## config.mk

```make
export PLATFORM = sky130hd
export DESIGN_NAME = font_rom_arbiter
export DESIGN_NICKNAME = d
export VERILOG_FILES = /design/src/rtl/font_rom_arbiter.sv
export SDC_FILE = /design/constraint.sdc
export NUM_CORES = 1
export LEC_CHECK = 0
export ABC_AREA = 1
export BUFFER_PORTS_ARGS = -buffer_cell sky130_fd_sc_hd__buf_2
export CAP_MARGIN = 20
export CORE_AREA = 3 3 65 80
export DETAILED_ROUTE_END_ITERATION = 8
export DIE_AREA = 0 0 68 83
export GPL_TIMING_DRIVEN = 0
export PLACE_DENSITY_LB_ADDON = 0.08
export SKIP_CTS_REPAIR_TIMING = 1
export SYNTH_ARGS = -nofsm -noshare
export SYNTH_HDL_FRONTEND = slang
export SYNTH_SLANG_ARGS = --single-unit
```

## constraint.sdc

```tcl
create_clock -name clk -period 2.41 [get_ports clk]
set_input_delay 0.1205 -clock clk [delete_from_list [all_inputs] [get_ports clk]]
set_output_delay 0.1205 -clock clk [all_outputs]
set_load 0.01 [all_outputs]
```

## src/rtl/font_rom_arbiter.sv

```systemverilog
// font_rom_arbiter: shares one synchronous 2048x8 font ROM between three
// text-region requesters (0 = red, 1 = green, 2 = blue initials line).
// At most one request is granted per cycle; the ROM word returns one cycle
// later, tagged with a one-hot response valid.
//
// Ports:
//   clk                 pixel clock, all state on the rising edge
//   reset               asynchronous, active-high reset
//   req[2:0]            per-requester request, held until granted
//   char_addr_0..2      ASCII code per requester (7 bits)
//   row_addr_0..2       glyph row per requester (4 bits)
//   gnt[2:0]            one-hot grant, combinational
//   rom_addr[10:0]      {char_addr, row_addr} of the granted requester, else 0
//   rom_data[7:0]       ROM word, valid one cycle after rom_addr
//   rsp_valid[2:0]      registered one-hot response tag
//   rsp_data[7:0]       pass-through of rom_data
module font_rom_arbiter #(
  parameter bit          ROUND_ROBIN = 1'b0,
  parameter int unsigned MAX_WAIT    = 15
) (
  input  logic        clk,
  input  logic        reset,
  input  logic [2:0]  req,
  input  logic [6:0]  char_addr_0,
  input  logic [6:0]  char_addr_1,
  input  logic [6:0]  char_addr_2,
  input  logic [3:0]  row_addr_0,
  input  logic [3:0]  row_addr_1,
  input  logic [3:0]  row_addr_2,
  output logic [2:0]  gnt,
  output logic [10:0] rom_addr,
  input  logic [7:0]  rom_data,
  output logic [2:0]  rsp_valid,
  output logic [7:0]  rsp_data
);

  localparam int unsigned N_REQ  = 3;
  localparam int unsigned WAIT_W = 4;
  localparam logic [WAIT_W-1:0] MAX_W = WAIT_W'(MAX_WAIT);
  // With aging disabled the counters still run, but only up to 15.
  localparam logic [WAIT_W-1:0] SAT_W = (MAX_WAIT == 0) ? WAIT_W'(15) : WAIT_W'(MAX_WAIT);

  logic [1:0]        last_q;
  logic [WAIT_W-1:0] wait_q [N_REQ];
  logic [WAIT_W-1:0] wait_d [N_REQ];
  logic [2:0]        rsp_valid_q;

  logic [2:0] aged_c;
  logic [1:0] gnt_idx_c;
  logic       gnt_any_c;

  // Requesters that have waited MAX_WAIT cycles override normal priority.
  always_comb begin
    aged_c = 3'b000;
    for (int i = 0; i < N_REQ; i++) begin
      aged_c[i] = (MAX_WAIT != 0) && req[i] && (wait_q[i] == MAX_W);
    end
  end

  // Grant selection: aged (lowest index) > fixed or rotating priority.
  always_comb begin
    gnt_idx_c = 2'd0;
    gnt_any_c = 1'b0;
    if (aged_c != 3'b000) begin
      gnt_any_c = 1'b1;
      if (aged_c[0])      gnt_idx_c = 2'd0;
      else if (aged_c[1]) gnt_idx_c = 2'd1;
      else                gnt_idx_c = 2'd2;
    end else if (req != 3'b000) begin
      gnt_any_c = 1'b1;
      if (ROUND_ROBIN) begin
        // Search starts one past the last grant and wraps 2 -> 0.
        case (last_q)
          2'd0: begin
            if (req[1])      gnt_idx_c = 2'd1;
            else if (req[2]) gnt_idx_c = 2'd2;
            else             gnt_idx_c = 2'd0;
          end
          2'd1: begin
            if (req[2])      gnt_idx_c = 2'd2;
            else if (req[0]) gnt_idx_c = 2'd0;
            else             gnt_idx_c = 2'd1;
          end
          default: begin
            if (req[0])      gnt_idx_c = 2'd0;
            else if (req[1]) gnt_idx_c = 2'd1;
            else             gnt_idx_c = 2'd2;
          end
        endcase
      end else begin
        if (req[0])      gnt_idx_c = 2'd0;
        else if (req[1]) gnt_idx_c = 2'd1;
        else             gnt_idx_c = 2'd2;
      end
    end
    // Reset forces the grant low without waiting for a clock edge.
    if (reset) gnt_any_c = 1'b0;
  end

  assign gnt = gnt_any_c ? (3'b001 << gnt_idx_c) : 3'b000;

  // ROM address from the granted requester; zero when idle.
  always_comb begin
    rom_addr = 11'd0;
    case (gnt)
      3'b001:  rom_addr = {char_addr_0, row_addr_0};
      3'b010:  rom_addr = {char_addr_1, row_addr_1};
      3'b100:  rom_addr = {char_addr_2, row_addr_2};
      default: rom_addr = 11'd0;
    endcase
  end

  // Wait counters: clear when idle or granted, otherwise count and saturate.
  always_comb begin
    for (int i = 0; i < N_REQ; i++) begin
      wait_d[i] = wait_q[i];
      if (!req[i] || gnt[i]) begin
        wait_d[i] = '0;
      end else if (wait_q[i] != SAT_W) begin
        wait_d[i] = wait_q[i] + WAIT_W'(1);
      end
    end
  end

  always_ff @(posedge clk or posedge reset) begin
    if (reset) begin
      last_q      <= 2'd2;
      rsp_valid_q <= 3'b000;
      for (int i = 0; i < N_REQ; i++) wait_q[i] <= '0;
    end else begin
      rsp_valid_q <= gnt;
      if (gnt_any_c) last_q <= gnt_idx_c;
      for (int i = 0; i < N_REQ; i++) wait_q[i] <= wait_d[i];
    end
  end

  assign rsp_valid = rsp_valid_q;
  assign rsp_data  = rom_data;

endmodule
```

After elaboration in Yosys (flattened, before gate mapping)
Index checks and enable logic that the tools add are counted.
W data, S select, Z words.
{"block": "classes", "n_addsub": 3, "n_mux": 17, "eq_ne": 9, "shift": 1, "reduce_logical": 14}
{"operator": "$pmux W11 S3", "n": 1}
{"operator": "$mux W4", "n": 6}
{"operator": "$add A4 B1 Y4 const B", "n": 3}
{"operator": "$eq A4 B4 Y1 const B", "n": 3}
{"operator": "$mux W2", "n": 6}
{"operator": "$ne A4 B4 Y1 const B", "n": 3}
{"operator": "$reduce_bool A2 Y1", "n": 3}
{"operator": "$reduce_bool A3 Y1", "n": 2}
{"operator": "$eq A3 B1 Y1 const B", "n": 1}
{"operator": "$eq A3 B2 Y1 const B", "n": 1}
{"operator": "$eq A3 B3 Y1 const B", "n": 1}
{"operator": "$logic_and A1 B1 Y1", "n": 3}
{"operator": "$logic_not A1 Y1", "n": 3}
{"operator": "$logic_or A1 B1 Y1", "n": 3}
{"operator": "$mux W1", "n": 3}
{"operator": "$mux W3", "n": 1}
{"operator": "$shl A1 B2 Y3 const A", "n": 1}
{"block": "totals", "register_bits": 15, "input_bits": 46}

Depth between registers and ports, before layout
Gate-level depths: netlist of run 1.
{"block": "logic_depth", "word_depth": 9, "depth_mapped": 10}

Worst setup path after synthesis of run 1
OpenSTA, ideal clock, no wires.
{"block": "synth_path", "path_type": "register to output", "from": "register wait_q[8] (netlist name)", "to": "output rom_addr[0]", "slack_ns": 0.868, "stages_incl_launch_ff": 10, "t_required_ns": 2.289, "t_arrival_ns": 1.421, "path_cell_list": "dfrtp_1 -> ha_1 -> nand3_2 -> nor2_4 -> nor2_1 -> nand3_2 -> inv_2 -> buf_6 -> nand2_1 -> nand3_1"}
{"block": "synth_via", "elab_chain_len": 8, "elab_cells_between_ends": 13}
{"item": "start: declaration", "line_no": "44", "text": "logic [WAIT_W-1:0] wait_q [N_REQ];"}
{"item": "$eq A4 B4 Y1 *", "line_no": "56", "text": "aged_c[i] = (MAX_WAIT != 0) && req[i] && (wait_q[i] == MAX_W);"}
{"item": "$logic_and A1 B1 Y1 *", "line_no": "56"}
{"item": "$reduce_bool A3 Y1 / $mux W2 (equally long branches)", "line_no": "64, 66"}
{"item": "$mux W2 / $mux W1 (equally long branches)", "line_no": "64", "text": "if (aged_c != 3'b000) begin"}
{"item": "$shl A1 B2 Y3 / $mux W1 (equally long branches)", "line_no": "100, 97"}
{"item": "$mux W3 *", "line_no": "100", "text": "assign gnt = gnt_any_c ? (3'b001 << gnt_idx_c) : 3'b000;"}
{"item": "net gnt[2]", "line_no": "30", "text": "output logic [2:0] gnt,"}
{"item": "$eq A3 B3 Y1, or another cell as far along", "line_no": "105", "text": "case (gnt)"}
{"item": "$pmux W11 S3 *", "line_no": "105"}
{"item": "end: declaration", "line_no": "31", "text": "output logic [10:0] rom_addr,"}
Mark *: on every way through the listed nets, which the timed path passes. The rest lies on a longest branch.

Worst setup path in the final report of run 1
{"block": "layout_path", "from": "register wait_q[8] (netlist name)", "to": "output rom_addr[2]"}
{"block": "layout_via", "elab_chain_len": 8, "elab_cells_between_ends": 13}
{"item": "$eq A4 B4 Y1 *", "line_no": "56"}
{"item": "$logic_and A1 B1 Y1 *", "line_no": "56"}
{"item": "$reduce_bool A3 Y1 / $mux W2 (equally long branches)", "line_no": "64, 66"}
{"item": "$mux W2 / $mux W1 (equally long branches)", "line_no": "64"}
{"item": "$shl A1 B2 Y3 / $mux W1 (equally long branches)", "line_no": "100, 97"}
{"item": "$mux W3 *", "line_no": "100"}
{"item": "$eq A3 B3 Y1, or another cell as far along", "line_no": "105"}
{"item": "$pmux W11 S3 *", "line_no": "105"}
Mark *: on every way between the ends. The rest lies on a longest branch, timed or not.

==> results of run 1 <==
## layer usage
| layer | wire (um) | global-route usage |
|---|---|---|
| met3 | 362 | 0.03654 |
| met2 | 1349 | 0.1886 |
| met4 | 46 | 0.04340 |
| met5 | 0 | 0 |
| met1 | 1263 | 0.1400 |
## where the power goes
part | switching (uW) | total, uW | leakage, uW | internal (uW)
Sequential | 10.8 | 277 | 0.000201 | 266
Combinational | 89.3 | 169 | 0.000626 | 79.4
Clock | 85.3 | 202 | 0.0000228 | 117
Total | 185 | 647 | 0.000850 | 462
## worst max-delay path: stages (launching register included)
cell and delay (ns):
dfrtp_1 0.41, ha_1 0.25, nand3_2 0.14, nor2_4 0.05, nor2_1 0.18, nand3_2 0.11, inv_2 0.09, buf_6 0.14
nand2_1 0.06, nand3_1 0.07, buf_2 0.13
## cells by family after synthesis
| kind of cell | Yosys count | share of synthesized area |
|---|---|---|
| adders and majority gates | 3 | 0.03371 |
| AOI/OAI and AO/OA | 6 | 0.02697 |
| buffers and inverters | 26 | 0.1360 |
| DFF | 15 | 0.3371 |
| xor gates and xnor gates | 4 | 0.03147 |
| and+or+nand+nor | 100 | 0.4348 |
## worst paths after layout
check / startpoint / end / slack [ns] / cells after the start
hold reg to reg: wait_q[9]$_DFFE_PP0P_ / wait_q[9]$_DFFE_PP0P_ / 0.56 / 2
min in group clk: req[0] / wait_q[11]$_DFFE_PP0P_ / 0.19 / 3
max in group asynchronous: reset / wait_q[9]$_DFFE_PP0P_ / 2.02 / 2
hold / removal: reset / wait_q[1]$_DFFE_PP0P_ / -0.01 / 2
setup / recovery: wait_q[8]$_DFFE_PP0P_ / rom_addr[2] / 0.41 / 10
setup reg to reg: wait_q[8]$_DFFE_PP0P_ / wait_q[8]$_DFFE_PP0P_ / 0.83 / 8
## Yosys cell counts, drive strengths merged
master	count	area, sq um
nand2	43	163.9
nand3	25	145.1
nor2	16	77.58
dfrtp	15	375.4
nand4	14	87.58
buf	13	102.6
inv	13	48.80
o21ai	4	20.02
ha	3	37.54
a21oi	2	10.01
nor3	2	10.01
xnor2	2	17.52
xor2	2	17.52
## through the flow
stage	utilization	std cells
after floorplan	-	154
after global placement	0.3306	274
after detailed placement	0.3306	274
after CTS	0.3405	278
after global routing	0.3405	278
final	0.3405	278
## cell type report
class,instances,area [sq um],area share
Multi-Input combinational cell,113,586.8,0.3807
Clock buffer,4,45.04,0.02922
Tap cell,58,72.57,0.04708
Sequential cell,15,375.4,0.2435
Buffer,13,102.6,0.06656
Timing Repair Buffer,62,310.3,0.2013
Inverter,13,48.80,0.03166
## state kept, by name (all words and copies together) (netlist names)
register,cells
rsp_valid,3
wait_q,12
==> reports/results.tsv, run 1 <==
metric	value	unit
grt_start_max_net_pins	16	
grt_usage	0.1164	
grt_pass1_vias	1230	
fin_ws	0.4058	ns
ys_ff_latch	15	
antenna_found_initial	0	
syn_to_final_growth	38.43	%
die_area	5644	sq um
layout_commonest_cell	buf_2	
drive_gt1_frac	0.4045	
core_region_area	4527	sq um
violations	hold timing	
syn-cell-area	1114	sq um
place.gp.congestion	0.7196	
p_leak	0.0008504	uW
initial_utilization	0.2460	
htreeDepth	1	
fin_nets	270	
skew	0.0009167	ns
critPathCaptureType	output pin	
slew_headroom	0.5785	
rsz0062_at_grt	false	
mostFrequentLayoutCells	buf_2, nand2_1, nand3_1	
maxSlewViolCount	0	
min_period	2.004	ns
cts_tree	built	
status	finished, violations left	
post_drt_wl_per_cell	10.87	um
dpl_cell_area	1496	sq um
n_fill_cell	510	
path_class	reg2out	
viasPerCell	4.396	
synth_nets	203	
finalHoldViolCount	15	
pre_cts_slack	0.6544	ns
die_w	68	um
setup_tns	0	ns
cap_violations	0	
post_synth.cell_area_avg	7.231	sq um
clock_sinks	15	
holdWs	-0.01039	ns
min-delay-path-class	in2async	
clkLatencyLatePin	0.24	ns
drc	0	
clk_pin_slew	0.06	ns
globalRouteOverflowTotal	0	
yosysWarnings	0	
ioPinCount	71	
power	647.5	uW
die_h	83	um
firstDrtPassIters	4	
post_synth_num_cell_types	20	
tightest_slew	0.6315	ns
drt_wl_total	3.021	mm
row_count	27	
cp_max_fo	11	
postRouteAntennaNets	0	
ctsRootBufferMaster	clkbuf_8	
final_cell_area	1541	sq um
start_kind	flip-flop	
drt_iter0_drc	40	
timing.fmax	0.4989	GHz
num_antenna_cells	0	
ir_drop	0.0001665	V
port_buffers	62	
cts_buffers	3	
clk_path_buf_depth	2	
worst_ep_arrival_time	1.88	ns
ys_seq_area_frac	0.3371	
vias	1222	
worstPathRequired	2.29	ns
grt_pass1_wl	5.250	mm
dpl.hpwl	2.523	mm
finalCritPeriodShare	0.8316	
postSynthCellCount	154	
power_density	420.0	nW/um^2
setup_viol	0	
Note: power is estimated with default switching activity, not from simulation.
==> inputs of run 2 (changes only) <==
==> constraint.sdc (replaced) <==
create_clock -name clk -period 1.9 [get_ports clk]
set_input_delay 0.095 -clock clk [delete_from_list [all_inputs] [get_ports clk]]
set_output_delay 0.095 -clock clk [all_outputs]
set_load 0.01 [all_outputs]
==> run 2 against run 1 <==
Against the previous run:
- register-to-register slack lost 0.42 ns
- core utilization up 6.8 points
- total power increased by 37%
- clock-buffer cell count is the same
- critical path depth is 1 higher
- sequential share of layout area shrank 4.1 points
- sequential power up 29%
- the flow still finishes with violations (hold timing)
- hold slack got worse by 0.025 ns
==> reports/results.tsv, run 2 (synthesis results as in run 1) <==
metric	value	unit	change
status	finished, violations left		
violations	hold timing		
cp_max_fo	6		-5
timing.fmax	0.5365	GHz	
htreeDepth	1		unchanged
start_kind	flip-flop		
critPathTopFamily	simple AND/OR/NAND/NOR gates		
min_period	1.864	ns	
maxSlewViolCount	0		unchanged
initial_utilization	0.2460		unchanged
fin_ws	0.03619	ns	-0.3696 ns
min-delay-path-class	in2async		
worstPathRequired	1.80	ns	-0.49 ns
grt_usage	0.1164		unchanged
p_leak	0.0009871	uW	+16%
grt_pass1_vias	1230		unchanged
largest_reg_flops	12		unchanged
n_fill_cell	489		-4.1%
grt_pass1_wl	5.250	mm	unchanged
rsz0062_at_grt	true		
finalHoldViolCount	15		unchanged
clock_sinks	15		unchanged
cap_violations	0		unchanged
placed_cells	274		unchanged
pre_cts_slack	0.1699	ns	-0.4845 ns
final_cell_area	1849	sq um	+20%
syn_to_final_growth	66.07	%	
slowest_stage	dfrtp_1		
power_density	481.1	nW/um^2	+15%
ir_drop	0.0002182	V	+31%
ctsRootBufferMaster	clkbuf_8		
clk_path_buf_depth	2		unchanged
slew_headroom	0.5755		-0.002973
ioPinCount	71		unchanged
viasPerCell	4.512		+2.6%
clkLatencyLatePin	0.24	ns	about the same
layout_commonest_cell	buf_2		
firstDrtPassIters	4		unchanged
top_register	wait_q		
critPathCaptureType	output pin		
num_antenna_cells	0		unchanged
holdWs	-0.03534	ns	-0.02495 ns
die_w	68	um	unchanged
port_buffers	62		unchanged
path_class	reg2out		
skew	0.001760	ns	+0.0008432 ns
die_h	83	um	unchanged
dpl_cell_area	1496	sq um	unchanged
grt_start_max_net_pins	16		unchanged
postRouteAntennaNets	0		unchanged
setup_viol	0		unchanged
worst_ep_arrival_time	1.77	ns	-0.11 ns
post-route-util	0.4085		+0.06799
core_region_area	4527	sq um	unchanged
drt_iter0_drc	52		+30%
max_stage_delay	0.41	ns	about the same
crit_chain	ha_4, nand3_4, nor2_4, inv_2, nand2_2, nand3_2, inv_4, buf_8, nand2_2, nand3_2, buf_2		
clk_pin_slew	0.06	ns	about the same
cts_buffers	3		unchanged
stdcell_count	295		+6.1%
row_count	27		unchanged
fin_nets	287		+6.3%
tightest_slew	0.6360	ns	+0.004454 ns
finalCritPeriodShare	0.9810		
dpl.hpwl	2.523	mm	unchanged
drt_wl_total	3.457	mm	+14%
antenna_found_initial	0		unchanged
globalRouteOverflowTotal	0		unchanged
drc	0		unchanged
cts_tree	built		
crit_buf_inv	4		+1
vias	1331		+8.9%
post_drt_wl_per_cell	11.72	um	+7.8%
drive_gt1_frac	0.5485		+0.1440
place.gp.congestion	0.7196		unchanged
die_area	5644	sq um	unchanged
mostFrequentLayoutCells	buf_2, nand2_1, buf_4		
run 2: per-stage QoR:
| stage | power [uW] | TNS [ns] |
|---|---|---|
| detailed placement | 574.0 | 0 |
| finish | 889.8 | 0 |
| global route | 950.6 | -0.3030 |
| floorplan | 478.7 | 0 |
| CTS | 839.4 | -0.9464 |
| global placement | 576.2 | 0 |
run 2: cell type report:
type	instances	area, sq um	area share
multi-input combinational	113	716.9	0.3877
timing repair buffer	79	474.2	0.2564
sequential	15	375.4	0.2030
buffer	13	113.9	0.06157
tap	58	72.57	0.03924
inverter	13	51.30	0.02774
clock buffer	4	45.04	0.02436
run 2: final timing paths:
check / startpoint / endpoint / slack [ns] / cells past startpoint
max: wait_q[5]$_DFFE_PP0P_ / rom_addr[8] / 0.04 / 11
min: reset / wait_q[1]$_DFFE_PP0P_ / -0.04 / 2
max reg2reg: wait_q[5]$_DFFE_PP0P_ / wait_q[6]$_DFFE_PP0P_ / 0.41 / 9
min reg2reg: wait_q[2]$_DFFE_PP0P_ / wait_q[1]$_DFFE_PP0P_ / 0.62 / 2
max in group asynchronous: reset / wait_q[6]$_DFFE_PP0P_ / 1.53 / 2
min in group clk: req[0] / wait_q[9]$_DFFE_PP0P_ / 0.17 / 3
run 2: where the power goes:
group / internal [uW] / leakage [uW] / total, uW / switching (uW)
clock: 148 / 0.0000228 / 258 / 110
sequential: 337 / 0.000201 / 356 / 18.5
combinational: 143 / 0.000763 / 276 / 133
run 2: metal layers:
layer	up-vias	share of wire	global-route usage
met4	0	0.013	0.04340
met2	62	0.48	0.1886
met1	596	0.41	0.1400
met3	4	0.098	0.03654
met5	-	0	0
li1	669	-	-
==> inputs of run 3 (changes only) <==
--- a/config.mk
+++ b/config.mk
@@ -8,9 +8,9 @@
 export ABC_AREA = 1
 export BUFFER_PORTS_ARGS = -buffer_cell sky130_fd_sc_hd__buf_2
 export CAP_MARGIN = 20
-export CORE_AREA = 3 3 65 80
+export CORE_AREA = 3 3 71 73
 export DETAILED_ROUTE_END_ITERATION = 8
-export DIE_AREA = 0 0 68 83
+export DIE_AREA = 0 0 74 76
 export GPL_TIMING_DRIVEN = 0
 export PLACE_DENSITY_LB_ADDON = 0.08
 export SKIP_CTS_REPAIR_TIMING = 1
==> run 3 against run 2 <==
Against the previous run:
- the flow finishes with violations (hold timing, setup timing)
- sequential power barely moved
- flip-flop and latch count did not move
- via count fell by 4.4%
- highest routed layer unchanged
- clock skew rose by 0.00080 ns
- cell count fell by 5.1%
- fmax fell by 3.0%
==> reports/results.tsv, run 3 (synthesis results as in run 1) <==
metric	value	unit	change
num_antenna_cells	0		unchanged
cpMostUsedCell	buf_6		
seq_power_share	0.399		about the same
skew	0.002564	ns	+0.0008040 ns
timing.fmax	0.5206	GHz	-3.0%
ioPinCount	71		unchanged
netSwitchingFraction	0.3034		+0.009761
worstReg2RegStart	wait_q[9]$_DFFE_PP0P_		
intPower	620.2	uW	-1.3%
cts_buffers	3		unchanged
clk_pin_slew	0.06	ns	about the same
crit_chain	ha_4, nand3_4, nor2_4, buf_6, nor2_4, nand3_2, inv_2, buf_6, nand2_2, nand3_2, buf_6		
drt_wl_total	3.619	mm	+4.7%
finalHoldViolCount	15		unchanged
rsz0062_at_grt	true		
slew_headroom	0.6011		+0.02560
vias	1272		-4.4%
initial_utilization	0.2523		+0.006275
firstDrtPassIters	4		unchanged
clk_path_buf_depth	2		unchanged
combinationalPowerShare	0.297		-0.013
ff2ff_path_depth	8		-1
max_stage_delay	0.41	ns	about the same
largest_reg_flops	12		unchanged
place.gp.congestion	0.7289		+1.3%
status	finished, violations left		
htreeDepth	1		unchanged
post_drt_wl_per_cell	12.93	um	+10%
crit_start	wait_q[5]$_DFFE_PP0P_		
cap_violations	0		unchanged
maxSlewViolCount	0		unchanged
die_h	76	um	-8.4%
port_buffers	62		unchanged
multiInputGateArea	706.9	sq um	-1.4%
ir_drop	0.0001723	V	-21%
min_period	1.921	ns	+0.05713 ns
grt_usage	0.1152		-0.001185
globalRouteOverflowTotal	0		unchanged
clkLatencyLatePin	0.25	ns	about the same
clock_sinks	15		unchanged
pre_cts_slack	0.1592	ns	-0.01073 ns
setup_viol	3		+3
grt_pass1_vias	1120		-8.9%
drc	0		unchanged
tightest_slew	0.5976	ns	-0.03835 ns
die_area	5624	sq um	-0.35%
path_class	reg2out		
min-delay-path-class	in2async		
ctsRootBufferMaster	clkbuf_8		
worstPathRequired	1.80	ns	about the same
dpl.hpwl	2.560	mm	+1.5%
holdWs	-0.06719	ns	-0.03184 ns
die_w	74	um	+8.8%
clkPwrFrac	0.304		+0.014
viasPerCell	4.543		+0.69%
power	890.3	uW	about the same
grt_pass1_wl	5.030	mm	-4.2%
start_kind	flip-flop		
worst_ep_arrival_time	1.83	ns	+0.06 ns
critPathCaptureType	output pin		
core_region_area	4414	sq um	-2.5%
cp-endpoint	rom_addr[10]		
r2r_slack	0.39	ns	-0.02 ns
n_fill_cell	482		-1.4%
finalCritPeriodShare	1.011		+0.03007
top_register	wait_q		
row_count	24		-11%
drive_gt1_frac	0.5219		-0.02659
seq_area	375.4	sq um	unchanged
layout_commonest_cell	buf_2		
fin_nets	278		-3.1%
cts_tree	built		
slowest_stage	dfrtp_1		
postRouteAntennaNets	0		unchanged
drt_iter0_drc	26		-50%
mostFrequentLayoutCells	buf_2, nand2_1, dfrtp_1		
antenna_found_initial	0		unchanged
p_leak	0.0009563	uW	-3.1%
r2r_end	wait_q[11]$_DFFE_PP0P_		
power_density	500.0	nW/um^2	+3.9%
violations	hold timing, setup timing		
syn_to_final_growth	59.89	%	
grt_start_max_net_pins	16		unchanged
fin_ws	-0.02094	ns	-0.05713 ns
p_sw	270.2	uW	+3.4%
cp_max_fo	6		unchanged
## run 3: through the flow
stage / util / area, sq um / TNS (ns) / cells
after floorplan: - / 1114 / 0 / 154
after global placement: 0.3373 / 1489 / 0 / 268
after detailed placement: 0.3373 / 1489 / 0 / 268
after CTS: 0.3475 / 1534 / -1.170 / 272
after global routing: 0.4033 / 1780 / -0.9768 / 280
final: 0.4033 / 1780 / -0.03445 / 280
## run 3: per-layer routing
| layer | routed length [um] | GRT usage | vias to the layer above |
|---|---|---|---|
| met2 | 1919 | 0.2012 | 38 |
| met4 | 94 | 0.06159 | 0 |
| li1 | - | - | 650 |
| met5 | 0 | 0 | - |
| met1 | 1446 | 0.1300 | 577 |
| met3 | 159 | 0.01715 | 7 |
## run 3: power by group through the flow
stage / combinational (uW) / clock [uW] / sequential (uW)
floorplan: 123 / 0 / 356
global placement: 218 / 0 / 357
detailed placement: 218 / 0 / 357
CTS: 218 / 280 / 351
global route: 294 / 293 / 357
finish: 264 / 271 / 355
## run 3: worst min-delay path by stage
stage / startpoint / to / slack (ns) / cells past startpoint
3_3_place_gp: reset / wait_q[5]$_DFFE_PP0P_ / 0.24 / 2
6_report: reset / wait_q[0]$_DFFE_PP0P_ / -0.07 / 2
5_1_grt: reset / wait_q[0]$_DFFE_PP0P_ / 0.006 / 2
2_1_floorplan: reset / rsp_valid[0]$_DFF_PP0_ / -0.004 / 1
3_5_place_dp: reset / wait_q[0]$_DFFE_PP0P_ / 0.24 / 2
4_1_cts: reset / wait_q[0]$_DFFE_PP0P_ / -0.04 / 2
## run 3: final cells by class
class,count,area share
Timing Repair Buffer,70,0.2389
Tap cell,52,0.03654
Clock buffer,4,0.02530
Buffer,13,0.06395
Sequential cell,15,0.2108
Inverter,13,0.02741
Multi-Input combinational cell,113,0.3970
## run 3: worst max-delay path, delay by kind of cell (launching register included)
kind	cells	cell delay [ns]
AND/OR/NAND/NOR	6	0.48
buffers and inverters	4	0.47
flip-flops	1	0.41
adder cells (fa/ha/maj)	1	0.19
